`src/rtl/sa_pkg.sv`:
```
// Shared constants, state encoding and row-select helper for the systolic
// array tile sequencer.
package sa_pkg;

  localparam int N      = 16;           // lanes / accumulator rows
  localparam int DW     = 8;            // data and weight element width
  localparam int ACC_W  = 32;           // accumulator width per row element
  localparam int AW     = 8;            // operand buffer address width
  localparam int RW     = $clog2(N);    // row index width
  localparam int LANE_W = N * DW;       // one full operand vector
  localparam int ROW_W  = N * ACC_W;    // one full accumulator row
  localparam int FC_W   = AW + 2;       // fire counter, holds up to 2^AW + 2N - 2

  typedef enum logic [2:0] {
    S_IDLE  = 3'd0,
    S_FEED  = 3'd1,
    S_FLUSH = 3'd2,
    S_SEL   = 3'd3,
    S_CAPT  = 3'd4,
    S_HOLD  = 3'd5,
    S_FIN   = 3'd6
  } state_t;

  // Active-low one-cold row select for the array CEN bus.
  function automatic logic [N-1:0] row_sel_n(input logic [RW-1:0] r);
    logic [N-1:0] one;
    one = {{(N-1){1'b0}}, 1'b1};
    row_sel_n = ~(one << r);
  endfunction

endpackage

```
`src/rtl/sa_skew_line.sv`:
```
// N-lane triangular delay line: lane i sees its input i+1 clocks later
// (one input register plus i skew stages). Invalid input cycles load zero
// so lanes carry 0 outside the valid diagonal.
module sa_skew_line
  import sa_pkg::*;
(
  input  logic              clk,
  input  logic              rst_n,
  input  logic              in_vld,
  input  logic [LANE_W-1:0] in_vec,
  output logic [LANE_W-1:0] out_vec
);

  for (genvar i = 0; i < N; i++) begin : g_lane
    logic [DW-1:0] pipe [0:i];

    // Shift lane i through its i+1 registers, zero-filling on invalid cycles.
    always_ff @(posedge clk or negedge rst_n) begin
      if (!rst_n) begin
        for (int k = 0; k <= i; k++) pipe[k] <= {DW{1'b0}};
      end else begin
        pipe[0] <= in_vld ? in_vec[i*DW +: DW] : {DW{1'b0}};
        for (int k = 1; k <= i; k++) pipe[k] <= pipe[k-1];
      end
    end

    assign out_vec[i*DW +: DW] = pipe[i];
  end

endmodule

```
`src/rtl/sa_tile_ctrl.sv`:
```
// Tile sequencer for the 16x16 systolic array: streams K operand vectors
// with diagonal skew, holds fire through compute and flush, then drains the
// accumulator rows one at a time onto a valid/ready port.
module sa_tile_ctrl
  import sa_pkg::*;
(
  input  logic              clk,
  input  logic              rst_n,
  input  logic              start,
  input  logic [AW:0]       k_len,
  output logic              busy,
  output logic              done,
  output logic              buf_ren,
  output logic [AW-1:0]     buf_raddr,
  input  logic [LANE_W-1:0] buf_data,
  input  logic [LANE_W-1:0] buf_weight,
  output logic              sa_fire,
  output logic [LANE_W-1:0] sa_data,
  output logic [LANE_W-1:0] sa_weight,
  output logic [N-1:0]      sa_cen,
  input  logic [ROW_W-1:0]  sa_q,
  output logic              out_valid,
  input  logic              out_ready,
  output logic [ROW_W-1:0]  out_data,
  output logic [RW-1:0]     out_row
);

  state_t          state_r, state_n;
  logic [AW:0]     k_r, k_n;
  logic [RW-1:0]   row_r, row_n;
  logic            rd_vld_r;
  logic [FC_W-1:0] fire_cnt_r;
  logic [FC_W-1:0] fire_last_s;
  logic [AW:0]     last_addr_s;
  logic            ren_n, valid_n, done_n, capt_s;
  logic [AW-1:0]   raddr_n;
  logic [N-1:0]    cen_n;

  // Fire spans K + 2N - 1 cycles: counter runs 0 .. K + 2N - 2.
  assign fire_last_s = {1'b0, k_r} + FC_W'(2 * N - 2);
  assign last_addr_s = k_r - (AW + 1)'(1);

  sa_skew_line u_skew_data (
    .clk     (clk),
    .rst_n   (rst_n),
    .in_vld  (rd_vld_r),
    .in_vec  (buf_data),
    .out_vec (sa_data)
  );

  sa_skew_line u_skew_weight (
    .clk     (clk),
    .rst_n   (rst_n),
    .in_vld  (rd_vld_r),
    .in_vec  (buf_weight),
    .out_vec (sa_weight)
  );

  // Next-state and next-output decode; outputs are registered from these.
  always_comb begin
    state_n = state_r;
    k_n     = k_r;
    row_n   = row_r;
    ren_n   = 1'b0;
    raddr_n = buf_raddr;
    cen_n   = {N{1'b1}};
    valid_n = out_valid;
    done_n  = 1'b0;
    capt_s  = 1'b0;
    case (state_r)
      S_IDLE: begin
        if (start && (k_len == {(AW + 1){1'b0}})) begin
          state_n = S_FIN;
          done_n  = 1'b1;
        end else if (start) begin
          state_n = S_FEED;
          k_n     = k_len;
          row_n   = {RW{1'b0}};
          ren_n   = 1'b1;
          raddr_n = {AW{1'b0}};
        end else begin
          state_n = S_IDLE;
        end
      end
      S_FEED: begin
        if ({1'b0, buf_raddr} == last_addr_s) begin
          state_n = S_FLUSH;
          raddr_n = {AW{1'b0}};
        end else begin
          ren_n   = 1'b1;
          raddr_n = buf_raddr + AW'(1);
        end
      end
      S_FLUSH: begin
        if (sa_fire && (fire_cnt_r == fire_last_s)) begin
          state_n = S_SEL;
          cen_n   = row_sel_n(row_r);
        end else begin
          state_n = S_FLUSH;
        end
      end
      S_SEL: begin
        state_n = S_CAPT;
        cen_n   = row_sel_n(row_r);
      end
      S_CAPT: begin
        state_n = S_HOLD;
        capt_s  = 1'b1;
        valid_n = 1'b1;
      end
      S_HOLD: begin
        if (out_ready && (row_r == RW'(N - 1))) begin
          valid_n = 1'b0;
          state_n = S_FIN;
          done_n  = 1'b1;
        end else if (out_ready) begin
          valid_n = 1'b0;
          row_n   = row_r + RW'(1);
          state_n = S_SEL;
          cen_n   = row_sel_n(row_r + RW'(1));
        end else begin
          state_n = S_HOLD;
        end
      end
      S_FIN: begin
        state_n = S_IDLE;
      end
      default: begin
        state_n = S_IDLE;
      end
    endcase
  end

  // State, latched tile parameters and registered control outputs.
  always_ff @(posedge clk or negedge rst_n) begin
    if (!rst_n) begin
      state_r   <= S_IDLE;
      k_r       <= {(AW + 1){1'b0}};
      row_r     <= {RW{1'b0}};
      rd_vld_r  <= 1'b0;
      busy      <= 1'b0;
      done      <= 1'b0;
      buf_ren   <= 1'b0;
      buf_raddr <= {AW{1'b0}};
      sa_cen    <= {N{1'b1}};
      out_valid <= 1'b0;
      out_data  <= {ROW_W{1'b0}};
      out_row   <= {RW{1'b0}};
    end else begin
      state_r   <= state_n;
      k_r       <= k_n;
      row_r     <= row_n;
      rd_vld_r  <= buf_ren;
      busy      <= (state_n != S_IDLE);
      done      <= done_n;
      buf_ren   <= ren_n;
      buf_raddr <= raddr_n;
      sa_cen    <= cen_n;
      out_valid <= valid_n;
      if (capt_s) begin
        out_data <= sa_q;
        out_row  <= row_r;
      end
    end
  end

  // Fire rises with the first skewed element on lane 0 and is held for
  // exactly K + 2N - 1 cycles so every diagonal drains through the array.
  always_ff @(posedge clk or negedge rst_n) begin
    if (!rst_n) begin
      sa_fire    <= 1'b0;
      fire_cnt_r <= {FC_W{1'b0}};
    end else if (state_r == S_IDLE) begin
      sa_fire    <= 1'b0;
      fire_cnt_r <= {FC_W{1'b0}};
    end else if (sa_fire) begin
      if (fire_cnt_r == fire_last_s) begin
        sa_fire <= 1'b0;
      end else begin
        fire_cnt_r <= fire_cnt_r + FC_W'(1);
      end
    end else if (rd_vld_r && (fire_cnt_r == {FC_W{1'b0}})) begin
      sa_fire <= 1'b1;
    end
  end

endmodule
```
`config.mk`:
```
export PLATFORM = sky130hd
export DESIGN_NAME = sa_tile_ctrl
export DESIGN_NICKNAME = d
export VERILOG_FILES = /design/src/rtl/sa_pkg.sv /design/src/rtl/sa_skew_line.sv /design/src/rtl/sa_tile_ctrl.sv
export SDC_FILE = /design/constraint.sdc
export NUM_CORES = 2
export LEC_CHECK = 0
export ABC_AREA = 1
export BUFFER_PORTS_ARGS = -buffer_cell sky130_fd_sc_hd__buf_2
export CORE_AREA = 2 2 609 611
export DETAILED_ROUTE_END_ITERATION = 7
export DIE_AREA = 0 0 611 613
export GPL_ROUTABILITY_DRIVEN = 1
export PLACE_DENSITY = 0.39
export RECOVER_POWER = 100
export SLEW_MARGIN = 30
export SYNTH_ARGS = -nofsm -noshare
export SYNTH_HDL_FRONTEND = slang
export SYNTH_HIERARCHICAL = 1
export SYNTH_SLANG_ARGS = --single-unit
```
`constraint.sdc`:
```
create_clock -name clk -period 3.5 [get_ports clk]
set_clock_uncertainty 0.1 [all_clocks]
set_input_delay 0.175 -clock clk [delete_from_list [all_inputs] [get_ports clk]]
set_output_delay 0.175 -clock clk [all_outputs]
set_load 0.01 [all_outputs]
```
==> results by group <==
STA
  – Hold WS: 0.0580 ns
  – Setup-violating endpoint count in the final report: 0
  – RSZ-0062 raised after global routing: false
  – Slew @ Worst Pin: 2.25 ns
  – Max_slew headroom: -50.1%
  – Fin. Hold Viols: 0
  – Final count of pins violating max slew: 183
  – Total Neg Setup Slack: 0 ns
  – Post-route fraction of the period consumed by the critical path: 84.0%
  – Final min period: 2.94 ns
  – Achievable clock frequency: 340 MHz

Outcome
  – Violated checks: max-capacitance violations, max-slew violations
  – Result of the run: complete, but fails checks

Place
  – Placer Congestion: 0.946
  – Buffers added on ports: 1581
  – Detailed placer's ending HPWL: 249000 um

Synthesis
  – Post-synthesis cell count: 5624
  – Top area cells in the synthesized netlist: sky130_fd_sc_hd__dfrtp_1 84%, sky130_fd_sc_hd__nand2_1 9.0%, sky130_fd_sc_hd__buf_4 2.3%, sky130_fd_sc_hd__inv_1 1.4%, sky130_fd_sc_hd__dfstp_2 0.52%
  – Number of distinct library cells after synthesis: 39
  – Dominant cell type by area after synthesis: sky130_fd_sc_hd__dfrtp_1
  – Share of flip-flops with an asynchronous set or reset: 100%
  – Number of warnings printed during yosys synthesis: 6
  – Share of Yosys cell area claimed by the top area cell type: 84.1%
  – Mapped Nets: 6417
  – Leading register cell type out of synthesis: sky130_fd_sc_hd__dfrtp_1
  – Post-synth top cells: 2732 x sky130_fd_sc_hd__dfrtp_1, 1940 x sky130_fd_sc_hd__nand2_1, 304 x sky130_fd_sc_hd__inv_1, 244 x sky130_fd_sc_hd__buf_4, 61 x sky130_fd_sc_hd__clkbuf_1
  – Average footprint of a synthesized cell: 14.5 um^2
  – FF+latch count, synth: 2748
  – Synthesized area: 0.0813 mm^2
  – Most frequently used cell type in the post-synthesis netlist: sky130_fd_sc_hd__dfrtp_1
  – Register area share after synthesis: 84.6%
  – Number of flops mapped to enable cells by yosys: 0

Floorplanning
  – X dimension of the die: 611 um
  – Placement row count: 223
  – Overall die height: 613 um
  – # IOs: 1582
  – Full die area: 0.375 mm^2
  – Starting Density: 22.1%
  – Area of the placeable core: 0.368 mm^2

Critical path
  – Critical Path Source: rd_vld_r$_DFF_PN0_
  – Capturing point of the worst reg2reg path: u_skew_weight/g_lane[11].pipe[94]$_DFF_PN0_
  – Path depth of the worst reg2reg path: 3
  – Required time of the critical path: 4.22 ns
  – Critical path destination: u_skew_weight/g_lane[11].pipe[94]$_DFF_PN0_
  – Beginning of the worst register-to-register path: rd_vld_r$_DFF_PN0_
  – Category of the critical setup timing path: reg -> reg
  – Sort of element at the start of the critical path: register
  – Setup crit end kind: register
  – Data arrival time of the critical path: 3.66 ns
  – Register-to-register setup slack: 0.56 ns
  – Maximum fanout count along the critical path: 54

Final layout
  – Core utilization of the finished layout: 31.6%
  – Fraction of layout cells with a size suffix above 1: 15.6%
  – Area delta synth->final: 43.1%
  – Count of nets after finishing: 9309

Global routing
  – Number of antenna violations at the first check in global routing: 157
  – First-pass GRT wire length: 448000 um
  – Maximum number of pins on one net before global-route repair: 173
  – Vias in the first global route: 55.0k
  – Remaining global-route overflow: 0
  – Global Route Usage Sum: 17.2%

CTS
  – CTS H-Tree Depth: 5
  – Maximum number of buffers from clock root to sink: 4
  – Number of buffers inserted for hold repair after clock tree synthesis: 1299
  – Inserted Clock Buffers: 310
  – Post-CTS repair timing setup buffer count: 0
  – Sink count of the clock tree: 2748
  – Clock tree root driver cell: sky130_fd_sc_hd__clkbuf_16
  – TritonCTS clock tree: built
  – Clock Latency Late Sink: 0.88 ns
  – Reg clk slew, reported paths: 0.06 ns
  – Post-cts gate resize count: 0

Power and ir drop
  – Static Leak: 55.6 nW
  – Power Dens Cells: 794 mW/mm^2
  – Worst VDD drop: 0.392 mV

Drt
  – Final WL: 328000 um
  – Vias per cell: 3.77
  – Remaining design rule violation count: 0
  – Via Count: 51.4k
  – Routed length per placed instance: 24.1 um
  – DRC violation total after the first TritonRoute iteration: 3360
  – 1st-pass router iterations: 5
  – Count of nets left with antenna violations after detail routing: 0

Job
  – Max cap viols: 3

Min path
  – Min-Delay Path Class: in -> reg
==> power by group <==
part           switching [W]  internal, W
sequential           0.00365       0.0398
clock                 0.0135       0.0203
combinational         0.0106      0.00450
total                 0.0277       0.0646
==> per-layer routing <==
layer,vias up,routed length (um),share of wire (%),GRT usage [%]
met1,26300,135000,41,21.9
met3,642,22800,6.9,4.27
li1,22600,-,-,-
met5,-,257,0.078,0
met4,42,12800,3.9,5.46
met2,1855,158000,48,28.8
==> cell families (layout without fill, tap and decap cells) <==
family,count (synthesis),after routing,synth area share (%)
buffers and inverters,705,3837,4.70
xor gates and xnor gates,22,22,0.254
DFF,2748,2748,84.6
adders and majority gates,12,12,0.185
and+or+nand+nor,2076,2076,9.83
AOI/OAI and AO/OA,61,61,0.442
other,0,53,0
==> layout by cell type (no fill, tap or decap), types with 4 or more instances in the layout <==
cell,instances
sky130_fd_sc_hd__dlygate4sd3_1,1298
sky130_fd_sc_hd__dfstp_2,11
sky130_fd_sc_hd__nor2_2,5
sky130_fd_sc_hd__nand3_1,41
sky130_fd_sc_hd__clkinv_16,6
sky130_fd_sc_hd__inv_1,306
sky130_fd_sc_hd__clkbuf_2,19
sky130_fd_sc_hd__inv_6,8
sky130_fd_sc_hd__nand4_1,7
sky130_fd_sc_hd__bufinv_16,30
sky130_fd_sc_hd__nor3_1,12
sky130_fd_sc_hd__inv_16,4
sky130_fd_sc_hd__buf_12,26
sky130_fd_sc_hd__buf_6,4
sky130_fd_sc_hd__buf_2,784
sky130_fd_sc_hd__clkinvlp_4,11
sky130_fd_sc_hd__diode_2,53
sky130_fd_sc_hd__a211oi_1,10
sky130_fd_sc_hd__o21ai_0,32
sky130_fd_sc_hd__nor2_1,52
sky130_fd_sc_hd__dfstp_1,5
sky130_fd_sc_hd__nand2_1,1942
sky130_fd_sc_hd__clkinv_2,42
sky130_fd_sc_hd__clkbuf_8,61
sky130_fd_sc_hd__ha_1,12
sky130_fd_sc_hd__clkbuf_16,317
sky130_fd_sc_hd__inv_2,5
sky130_fd_sc_hd__dfrtp_1,2731
sky130_fd_sc_hd__buf_4,16
sky130_fd_sc_hd__clkinv_8,6
sky130_fd_sc_hd__xnor2_1,5
sky130_fd_sc_hd__a21oi_1,11
sky130_fd_sc_hd__xor2_1,16
sky130_fd_sc_hd__clkbuf_1,886
sky130_fd_sc_hd__nand3b_1,6
==> per-stage QoR <==
stage               instance area [um^2]  total power [W]  worst slack, ns  cells
floorplan                          81300           0.0494             1.52   5624
global placement                   93700           0.0591            0.792  11700
detailed placement                 93700           0.0592            0.939  11700
CTS                               117000           0.0952            0.938  13600
global route                      116000           0.0972            0.348  13600
finish                            116000           0.0923            0.559  13600
==> sequential cells by signal, indices dropped and copies added, names as in the netlist, 3 cells and up <==
register / flops
row_r: 4
u_skew_weight/out_vec: 120
k_r: 9
u_skew_weight/g_lane.pipe: 968
out_data: 512
fire_cnt_r: 10
u_skew_data/g_lane.pipe: 968
sa_cen: 16
buf_raddr: 8
out_row: 4
u_skew_data/out_vec: 120
state_r: 3
==> worst min path at each step <==
stage	end	startpoint	cells past startpoint	slack, ns
after global placement	u_skew_weight/g_lane[9].pipe[13]$_DFF_PN0_	rst_n	1	0.07
after global routing	u_skew_weight/g_lane[13].pipe[106]$_DFF_PN0_	buf_weight[106]	4	0.03
after floorplan	buf_raddr[0]$_DFFE_PN0P_	rst_n	0	-0.22
after detailed placement	u_skew_weight/g_lane[9].pipe[13]$_DFF_PN0_	rst_n	1	0.06
after CTS	out_data[449]$_DFFE_PN0P_	sa_q[449]	4	0.0002
final	out_data[155]$_DFFE_PN0P_	sa_q[155]	4	0.06
==> area by class of cell <==
type                            count  area [um^2]
Inverter                          312         1180
Tap cell                         4837         6050
Clock inverter                    110         1650
Clock buffer                      442         9010
Antenna cell                       53          133
Fill cell                       37200       251000
Sequential cell                  2748        68800
Timing Repair Buffer             2973        20900
Multi-Input combinational cell   2171         8660
==> critical path: stages (launching register included) <==
cell and delay (ns):
sky130_fd_sc_hd__dfrtp_4 0.87, sky130_fd_sc_hd__clkbuf_2 1.26, sky130_fd_sc_hd__nand2_1 0.34, sky130_fd_sc_hd__inv_1 0.13
Note: power is estimated with default switching activity, not from simulation.
